### src/rtl/serial_add_sequencer.sv
// Bit-serial adder controller: streams two WIDTH-bit operands LSB-first through an external 1-bit full adder.
// Result and carry appear with a one-cycle done pulse WIDTH cycles after start is accepted; start is ignored while busy.
module serial_add_sequencer #(
  parameter int WIDTH = 8
) (
  input  logic             clk,
  input  logic             rst,
  input  logic             start,
  input  logic [WIDTH-1:0] op_a,
  input  logic [WIDTH-1:0] op_b,
  input  logic             cin_init,
  output logic             busy,
  output logic             done,
  output logic [WIDTH-1:0] sum,
  output logic             cout,
  output logic             fa_a,
  output logic             fa_b,
  output logic             fa_cin,
  input  logic             fa_sum,
  input  logic             fa_cout
);

  localparam int CNT_W = $clog2(WIDTH);
  localparam logic [CNT_W-1:0] LAST = CNT_W'(WIDTH - 1);

  typedef enum logic {IDLE = 1'b0, RUN = 1'b1} state_t;

  state_t           state_q, state_d;
  logic [WIDTH-1:0] a_sh_q, a_sh_d;
  logic [WIDTH-1:0] b_sh_q, b_sh_d;
  logic [WIDTH-1:0] sum_sh_q, sum_sh_d;
  logic [WIDTH-1:0] sum_q, sum_d;
  logic [CNT_W-1:0] cnt_q, cnt_d;
  logic             carry_q, carry_d;
  logic             cout_q, cout_d;
  logic             done_q, done_d;

  always_ff @(posedge clk or posedge rst) begin
    if (rst) begin
      state_q  <= IDLE;
      a_sh_q   <= '0;
      b_sh_q   <= '0;
      sum_sh_q <= '0;
      sum_q    <= '0;
      cnt_q    <= '0;
      carry_q  <= 1'b0;
      cout_q   <= 1'b0;
      done_q   <= 1'b0;
    end else begin
      state_q  <= state_d;
      a_sh_q   <= a_sh_d;
      b_sh_q   <= b_sh_d;
      sum_sh_q <= sum_sh_d;
      sum_q    <= sum_d;
      cnt_q    <= cnt_d;
      carry_q  <= carry_d;
      cout_q   <= cout_d;
      done_q   <= done_d;
    end
  end

  always_comb begin
    state_d = state_q;
    if (state_q == IDLE) begin
      if (start) state_d = RUN;
    end else begin
      if (cnt_q == LAST) state_d = IDLE;
    end
  end

  // Datapath: load on accepted start, shift one bit per cycle while running.
  always_comb begin
    a_sh_d   = a_sh_q;
    b_sh_d   = b_sh_q;
    sum_sh_d = sum_sh_q;
    sum_d    = sum_q;
    cnt_d    = cnt_q;
    carry_d  = carry_q;
    cout_d   = cout_q;
    done_d   = 1'b0;
    if (state_q == IDLE) begin
      if (start) begin
        a_sh_d   = op_a;
        b_sh_d   = op_b;
        carry_d  = cin_init;
        cnt_d    = '0;
        sum_sh_d = '0;
      end
    end else begin
      carry_d  = fa_cout;
      sum_sh_d = {fa_sum, sum_sh_q[WIDTH-1:1]};
      a_sh_d   = a_sh_q >> 1;
      b_sh_d   = b_sh_q >> 1;
      cnt_d    = cnt_q + CNT_W'(1);
      if (cnt_q == LAST) begin
        sum_d  = {fa_sum, sum_sh_q[WIDTH-1:1]};
        cout_d = fa_cout;
        done_d = 1'b1;
      end
    end
  end

  // Full-adder feeds come straight from flops so the adder sees no input-port paths.
  always_comb begin
    busy   = (state_q == RUN);
    fa_a   = 1'b0;
    fa_b   = 1'b0;
    fa_cin = 1'b0;
    if (state_q == RUN) begin
      fa_a   = a_sh_q[0];
      fa_b   = b_sh_q[0];
      fa_cin = carry_q;
    end
    done = done_q;
    sum  = sum_q;
    cout = cout_q;
  end

endmodule

### config.mk
export PLATFORM = sky130hd
export DESIGN_NAME = serial_add_sequencer
export DESIGN_NICKNAME = d
export VERILOG_FILES = /design/src/rtl/serial_add_sequencer.sv
export SDC_FILE = /design/constraint.sdc
export NUM_CORES = 1
export LEC_CHECK = 0
export ABC_CLOCK_PERIOD_IN_PS = 1350
export BUFFER_PORTS_ARGS = -buffer_cell sky130_fd_sc_hd__buf_4
export CAP_MARGIN = 10
export CORE_MARGIN = 10
export CORE_UTILIZATION = 48
export CTS_CLUSTER_DIAMETER = 100
export DETAILED_ROUTE_END_ITERATION = 10
export GPL_ROUTABILITY_DRIVEN = 0
export MAX_ROUTING_LAYER = met4
export PLACE_DENSITY = 0.74
export SYNTH_ARGS = -nofsm -noshare
export SYNTH_HDL_FRONTEND = slang
export SYNTH_SLANG_ARGS = --single-unit
### constraint.sdc
create_clock -name clk -period 1.35 [get_ports clk]
set_input_delay 0.27 -clock clk [delete_from_list [all_inputs] [get_ports clk]]
set_output_delay 0.27 -clock clk [all_outputs]
set_load 0.05 [all_outputs]
==> flow_summary.yaml, run 1 <==
yosys:
  netlist_area_um2: 1729
  synth_cell_types: 19
  synth_top_cell_by_area: "dfrtp_1"
  ys_ff_latch: 38
  yosysSeqAreaShare_pct: 54.99
  postSynthAreaPerCell_um2: 12.18
  synth_edf_count: 0
  synth_fp_nets: 166
  synthCells: 142
  synth-async-reset-ratio_pct: 100.0
  yosysTopAreaCellShare_pct: 54.99
  yosys_warnings: 0
  yosys-top-cells-area: "dfrtp_1 (55%), mux2i_1 (10%), mux2_4 (8.7%)"
  ys_dominant_reg_cell: "dfrtp_1"
die:
  core_um2: 3416
  initial_core_util_pct: 50.62
  die-width_um: 80.02
  rows: 21
  die_y_um: 80.02
  die_area_um2: 6403
  ios: 36
place:
  portBuffers: 35
  dpl.hpwl_um: 2501
  dpl_cell_area_um2: 2019
detailed_routing:
  vias: 1183
  postRouteAntennaNets: 0
  routedWlPerCell_um: 15.02
  drtPass1Iterations: 4
  via_per_inst: 5.034
  drc: 0
  drt_iter0_markers: 77
  drt_wl_total_um: 3529
clock_network:
  tritoncts: "built"
  path_clk_slew_ns: 0.12
  cts_num_sinks: 38
  htree_levels: 2
  worstSkewPairLatency_ns: 0.34
  numCtsBuffers: 5
  root_buffer: "clkbuf_4"
  clockBufferDepth: 2
global_routing:
  grt_max_degree: 28
  grtUsageTotal_pct: 12.09
  grt_antenna_before_repair: 0
  top_usage_layer: "met2"
  use_met3_pct: 4.054
  grt_overflow_total: 0
  grt_pass1_vias: 1253
  use_met1_pct: 13.33
  grt_util_met2_pct: 19.26
  grt_pass1_wl_um: 6003
layout:
  diodes: 0
  multi_input_area_um2: 701.9
  fill_cells: 282
  layout.nets: 212
  regArea_um2: 952.2
  areaGrowthSynthToFinish_pct: 25.98
  drive_above_1_share_pct: 38.62
  final_common_cell: "buf_4"
  final_area_um2: 2178
  final_cell_mix: "buf_4 (43), dfrtp_1 (37), nand2_1 (23)"
run:
  maxCapViolCount: 0
pwr:
  leakage_nw: 1.109
  vdd_drop_max_uv: 1442
  p_total_mw: 5.362
  powerDensity_nw_per_um2: 2462
worst_setup_path:
  start_kind: "flip-flop"
  cp-startpoint: "busy"
  cp-end-kind: "primary output"
  rr_startpoint: "cnt_q[0]"
  crit_type: "reg -> out"
  required_ns: 1.08
  ff2ff_setup_slack_ns: 0.03
  worstPathArrival_ns: 1.11
  critPathMaxFanout: 6
sta:
  final.setup.worst_slack_ns: -0.03355
  setup_viol: 3
  slew_headroom_pct: 74.08
  worstMarginPinSlew_ns: 0.3888
  rsz0062_at_grt: "true"
  period_needed_ns: 1.384
  final_hold_viol_count: 0
  period_share_pct: 102.5
  fmax_ghz: 0.7228
  skew_ns: 0.006052
  slew_violations: 0
run_status:
  violations: "negative setup slack"
  status: "finished with violations"
hold_path:
  min_from: "fa_cout"
  hold_class: "in -> reg"
==> cells by family after synthesis <==
logic type      Yosys count  share of synthesized area, %
compound gates           24                         7.164
fa+ha+maj                 2                         1.447
buf+inv                  12                         6.367
flops                    38                         54.99
mux                      28                         19.10
simple gates             38                         10.93
==> path summary, 6_finish.rpt <==
| path | endpoint | cells after the start |
|---|---|---|
| max | fa_cin | 2 |
| min | carry_q | 3 |
| max reg2reg | sum[2] | 4 |
| min reg2reg | a_sh_q[3] | 2 |
| max in group asynchronous | sum_sh_q[5] | 4 |
| min in group asynchronous | a_sh_q[4] | 4 |
==> layer usage <==
layer	up-vias	wire length (um)
met5	-	0
met4	0	59
met3	6	172
met2	30	1788
met1	576	1508
li1	571	-
==> state kept, by name, summed over array words and instances, names as in the netlist <==
register	count
b_sh_q	8
cout	1
done	1
sum	8
sum_sh_q	7
cnt_q	3
carry_q	1
a_sh_q	8
busy	1
==> where the power goes <==
part / total, mW / switching [mW] / internal, mW
clock network: 0.765 / 0.382 / 0.384
logic: 2.67 / 1.48 / 1.19
registers: 1.93 / 0.313 / 1.62
==> worst max-delay path, stage by stage (launching register included) <==
cell and delay, ns:
dfrtp_2 0.47, and2_4 0.16, buf_8 0.14
==> metrics by stage <==
step                  TNS, ns  setup slack [ns]  hold WS, ns  instances  util, %
global placement            0           0.03188       0.3374        222    59.12
floorplan             -0.1776          -0.08379       0.3925        142        -
CTS                   -0.1280          -0.04526       0.1405        235    63.70
detailed placement  -0.005378         -0.005378       0.3317        222    59.12
global route          -0.2436          -0.08663       0.1359        235    63.77
finish               -0.09352          -0.03355       0.1450        235    63.77
==> Yosys cell counts (2+ instances only) <==
cell type	count
mux2_4	10
ha_1	2
dfrtp_1	38
nor2_1	2
nand2_1	23
o21ai_1	14
buf_4	2
mux2i_1	18
o21ai_0	9
nand2b_1	8
buf_6	4
and2_1	3
inv_1	3
==> final cells by class <==
class                           count  area share (%)
Multi-Input combinational cell     93           32.22
Sequential cell                    38           43.71
Tap cell                           46           2.642
Clock buffer                        5           1.723
Timing Repair Buffer               47           17.35
Inverter                            3          0.5169
Clock inverter                      3           1.838
==> timing repair <==
| action | 4_1_cts | 5_1_grt |
|---|---|---|
| gates cloned | 1 | 0 |
| resized for setup | 9 | 1 |
| endpoints found under the setup margin | 13 | 12 |
| hold buffers | 1 | 0 |
| pin swaps | 4 | 1 |
| hold endpoints to repair | 38 | 0 |
| buffers inserted | 3 | 1 |
No activity file was read; power rests on OpenSTA's default activity.
==> inputs of run 2 (changes only) <==
Settings changed: BUFFER_PORTS_ARGS -buffer_cell sky130_fd_sc_hd__buf_4 to unset, CORE_UTILIZATION 48 to 51, DONT_BUFFER_PORTS set to 1, PLACE_DENSITY 0.74 to 0.69.
==> run 2 against run 1 <==
Effect of this change: the flow still finishes with violations (negative setup slack); maximum frequency increased by 0.66%; clock power decreased by 24%; sequential cell count unchanged; utilization decreased by 4.2 points; critical path depth unchanged; clock skew increased by 0.0065 ns; non-clock buffer count decreased by 25.
==> flow_summary.yaml, run 2 (synthesis gave the netlist of run 1 again) <==
clock_network:
  root_buffer: "clkbuf_4"
  htree_levels: 2
  worstSkewPairLatency_ns: 0.33
  path_clk_slew_ns: 0.11
  tritoncts: "built"
  cts_num_sinks: 38
  clockBufferDepth: 2
  numCtsBuffers: 5
sta:
  skew_ns: 0.01260
  final_hold_viol_count: 0
  slew_violations: 0
  rsz0062_at_grt: "true"
  period_share_pct: 101.8
  slew_headroom_pct: 69.73
  setup_viol: 2
  worstMarginPinSlew_ns: 0.4544
  final.setup.worst_slack_ns: -0.02450
  fmax_ghz: 0.7275
  period_needed_ns: 1.374
worst_setup_path:
  critPathMaxFanout: 7
  r2r_end: "sum[3]"
  start_kind: "flip-flop"
  rr_startpoint: "cnt_q[1]"
  reg2reg_depth: 4
  required_ns: 1.08
  crit_type: "reg -> out"
  cp-end-kind: "primary output"
  ff2ff_setup_slack_ns: 0.04
  worstPathArrival_ns: 1.10
layout:
  fill_cells: 299
  layout.nets: 187
  final_common_cell: "dfrtp_1"
  stdcell_count: 209
  final_cell_mix: "dfrtp_1 (37), nand2_1 (23), mux2i_1 (18), buf_4 (18), o21ai_1 (14)"
  areaGrowthSynthToFinish_pct: 14.11
  regArea_um2: 952.2
  drive_above_1_share_pct: 27.61
  diodes: 0
  multi_input_area_um2: 701.9
  final_util_pct: 59.60
place:
  dpl.hpwl_um: 2295
  pre_cts_ws_ns: -0.01998
  dp_cells: 197
  portBuffers: 0
hold_path:
  holdPathStages: 1
  min_from: "start"
  hold_class: "in -> reg"
  whs_endpoint: "sum_sh_q[7]"
pwr:
  leakage_nw: 0.9761
  p_total_mw: 4.973
  swShare_pct: 40.84
  power_frac_comb_pct: 49.1
  intPower_mw: 2.942
  p_clk_share_pct: 11.7
  seqPwrFrac_pct: 39.2
  powerDensity_nw_per_um2: 2520
  switching_power_mw: 2.031
  vdd_drop_max_uv: 1050
detailed_routing:
  vias: 1046
  drc: 0
  drt_wl_total_um: 3151
  drtPass1Iterations: 4
  routedWlPerCell_um: 15.08
  postRouteAntennaNets: 0
  drt_iter0_markers: 62
  via_per_inst: 5.005
die:
  ios: 36
  die-width_um: 78.23
  die_area_um2: 6120
  rows: 21
  initial_core_util_pct: 52.23
  core_um2: 3311
  die_y_um: 78.23
global_routing:
  grt_overflow_total: 0
  grt_max_degree: 28
  grt_pass1_wl_um: 5361
  grtUsageTotal_pct: 11.04
  grt_pass1_vias: 1103
  grt_antenna_before_repair: 0
run_status:
  violations: "negative setup slack"
  status: "finished with violations"
run:
  maxCapViolCount: 0
==> run 2: cell types whose count changed in the layout (fill, tap and decap cells not counted), sizes merged <==
cell and delta:
bufinv -1, dlygate4sd3 +1, clkbuf +2, clkinv -2
buf -26
==> run 2: final cells by class <==
type | instances | area share (%)
Timing Repair Buffer | 22 | 9.892
Tap cell | 46 | 2.917
Sequential cell | 38 | 48.26
Clock buffer | 7 | 2.790
Inverter | 3 | 0.5707
Multi-Input combinational cell | 93 | 35.57
==> run 2: how the worst max path moves through the flow <==
stage,start,to,slack (ns),cells past startpoint
2_1_floorplan,busy,fa_b,-0.08,4
3_3_place_gp,cnt_q[0],sum[3],0.03,4
3_5_place_dp,cnt_q[0],sum[5],-0.02,4
4_1_cts,busy,fa_cin,-0.04,2
5_1_grt,busy,fa_cin,-0.07,2
6_report,busy,fa_cin,-0.02,2
==> run 2: through the flow <==
step | hold WS (ns) | setup TNS [ns] | instance area, um^2
final | 0.03590 | -0.04883 | 1973
after global routing | 0.007619 | -0.1990 | 1973
after CTS | 0.004181 | -0.07464 | 1963
after detailed placement | 0.1510 | -0.09273 | 1857
after global placement | 0.1414 | 0 | 1857
after floorplan | 0.3925 | -0.1776 | 1745
==> run 2: power groups by stage <==
stage | logic [mW] | registers, mW | clock network, mW
after floorplan | 1.47 | 2.37 | 0
after global placement | 2.25 | 1.97 | 0
after detailed placement | 2.32 | 1.99 | 0
after CTS | 2.48 | 1.95 | 0.604
after global routing | 2.67 | 2.02 | 0.655
final | 2.44 | 1.95 | 0.581
==> run 2: critical path: stages, from the launching register on <==
cell,delay [ns]
dfrtp_2,0.47
and2_4,0.16
buf_12,0.14
==> run 2: metal layers <==
| metal | part of all wire (%) | vias up | GRT usage (%) |
|---|---|---|---|
| met5 | 0 | - | - |
| met1 | 48 | 493 | 13.78 |
| met3 | 7.3 | 5 | 4.670 |
| met2 | 43 | 26 | 15.95 |
| li1 | - | 522 | - |
| met4 | 1.1 | 0 | 3.226 |
==> run 2: repair_timing <==
action | 4_1_cts | 5_1_grt
setup endpoints to repair | 13 | 5
pin swaps | 4 | 1
cloned | 1 | 0
hold buffers | 1 | 1
hold endpoints to repair | 8 | 2
buffers inserted | 2 | 0
resized for setup | 4 | 0
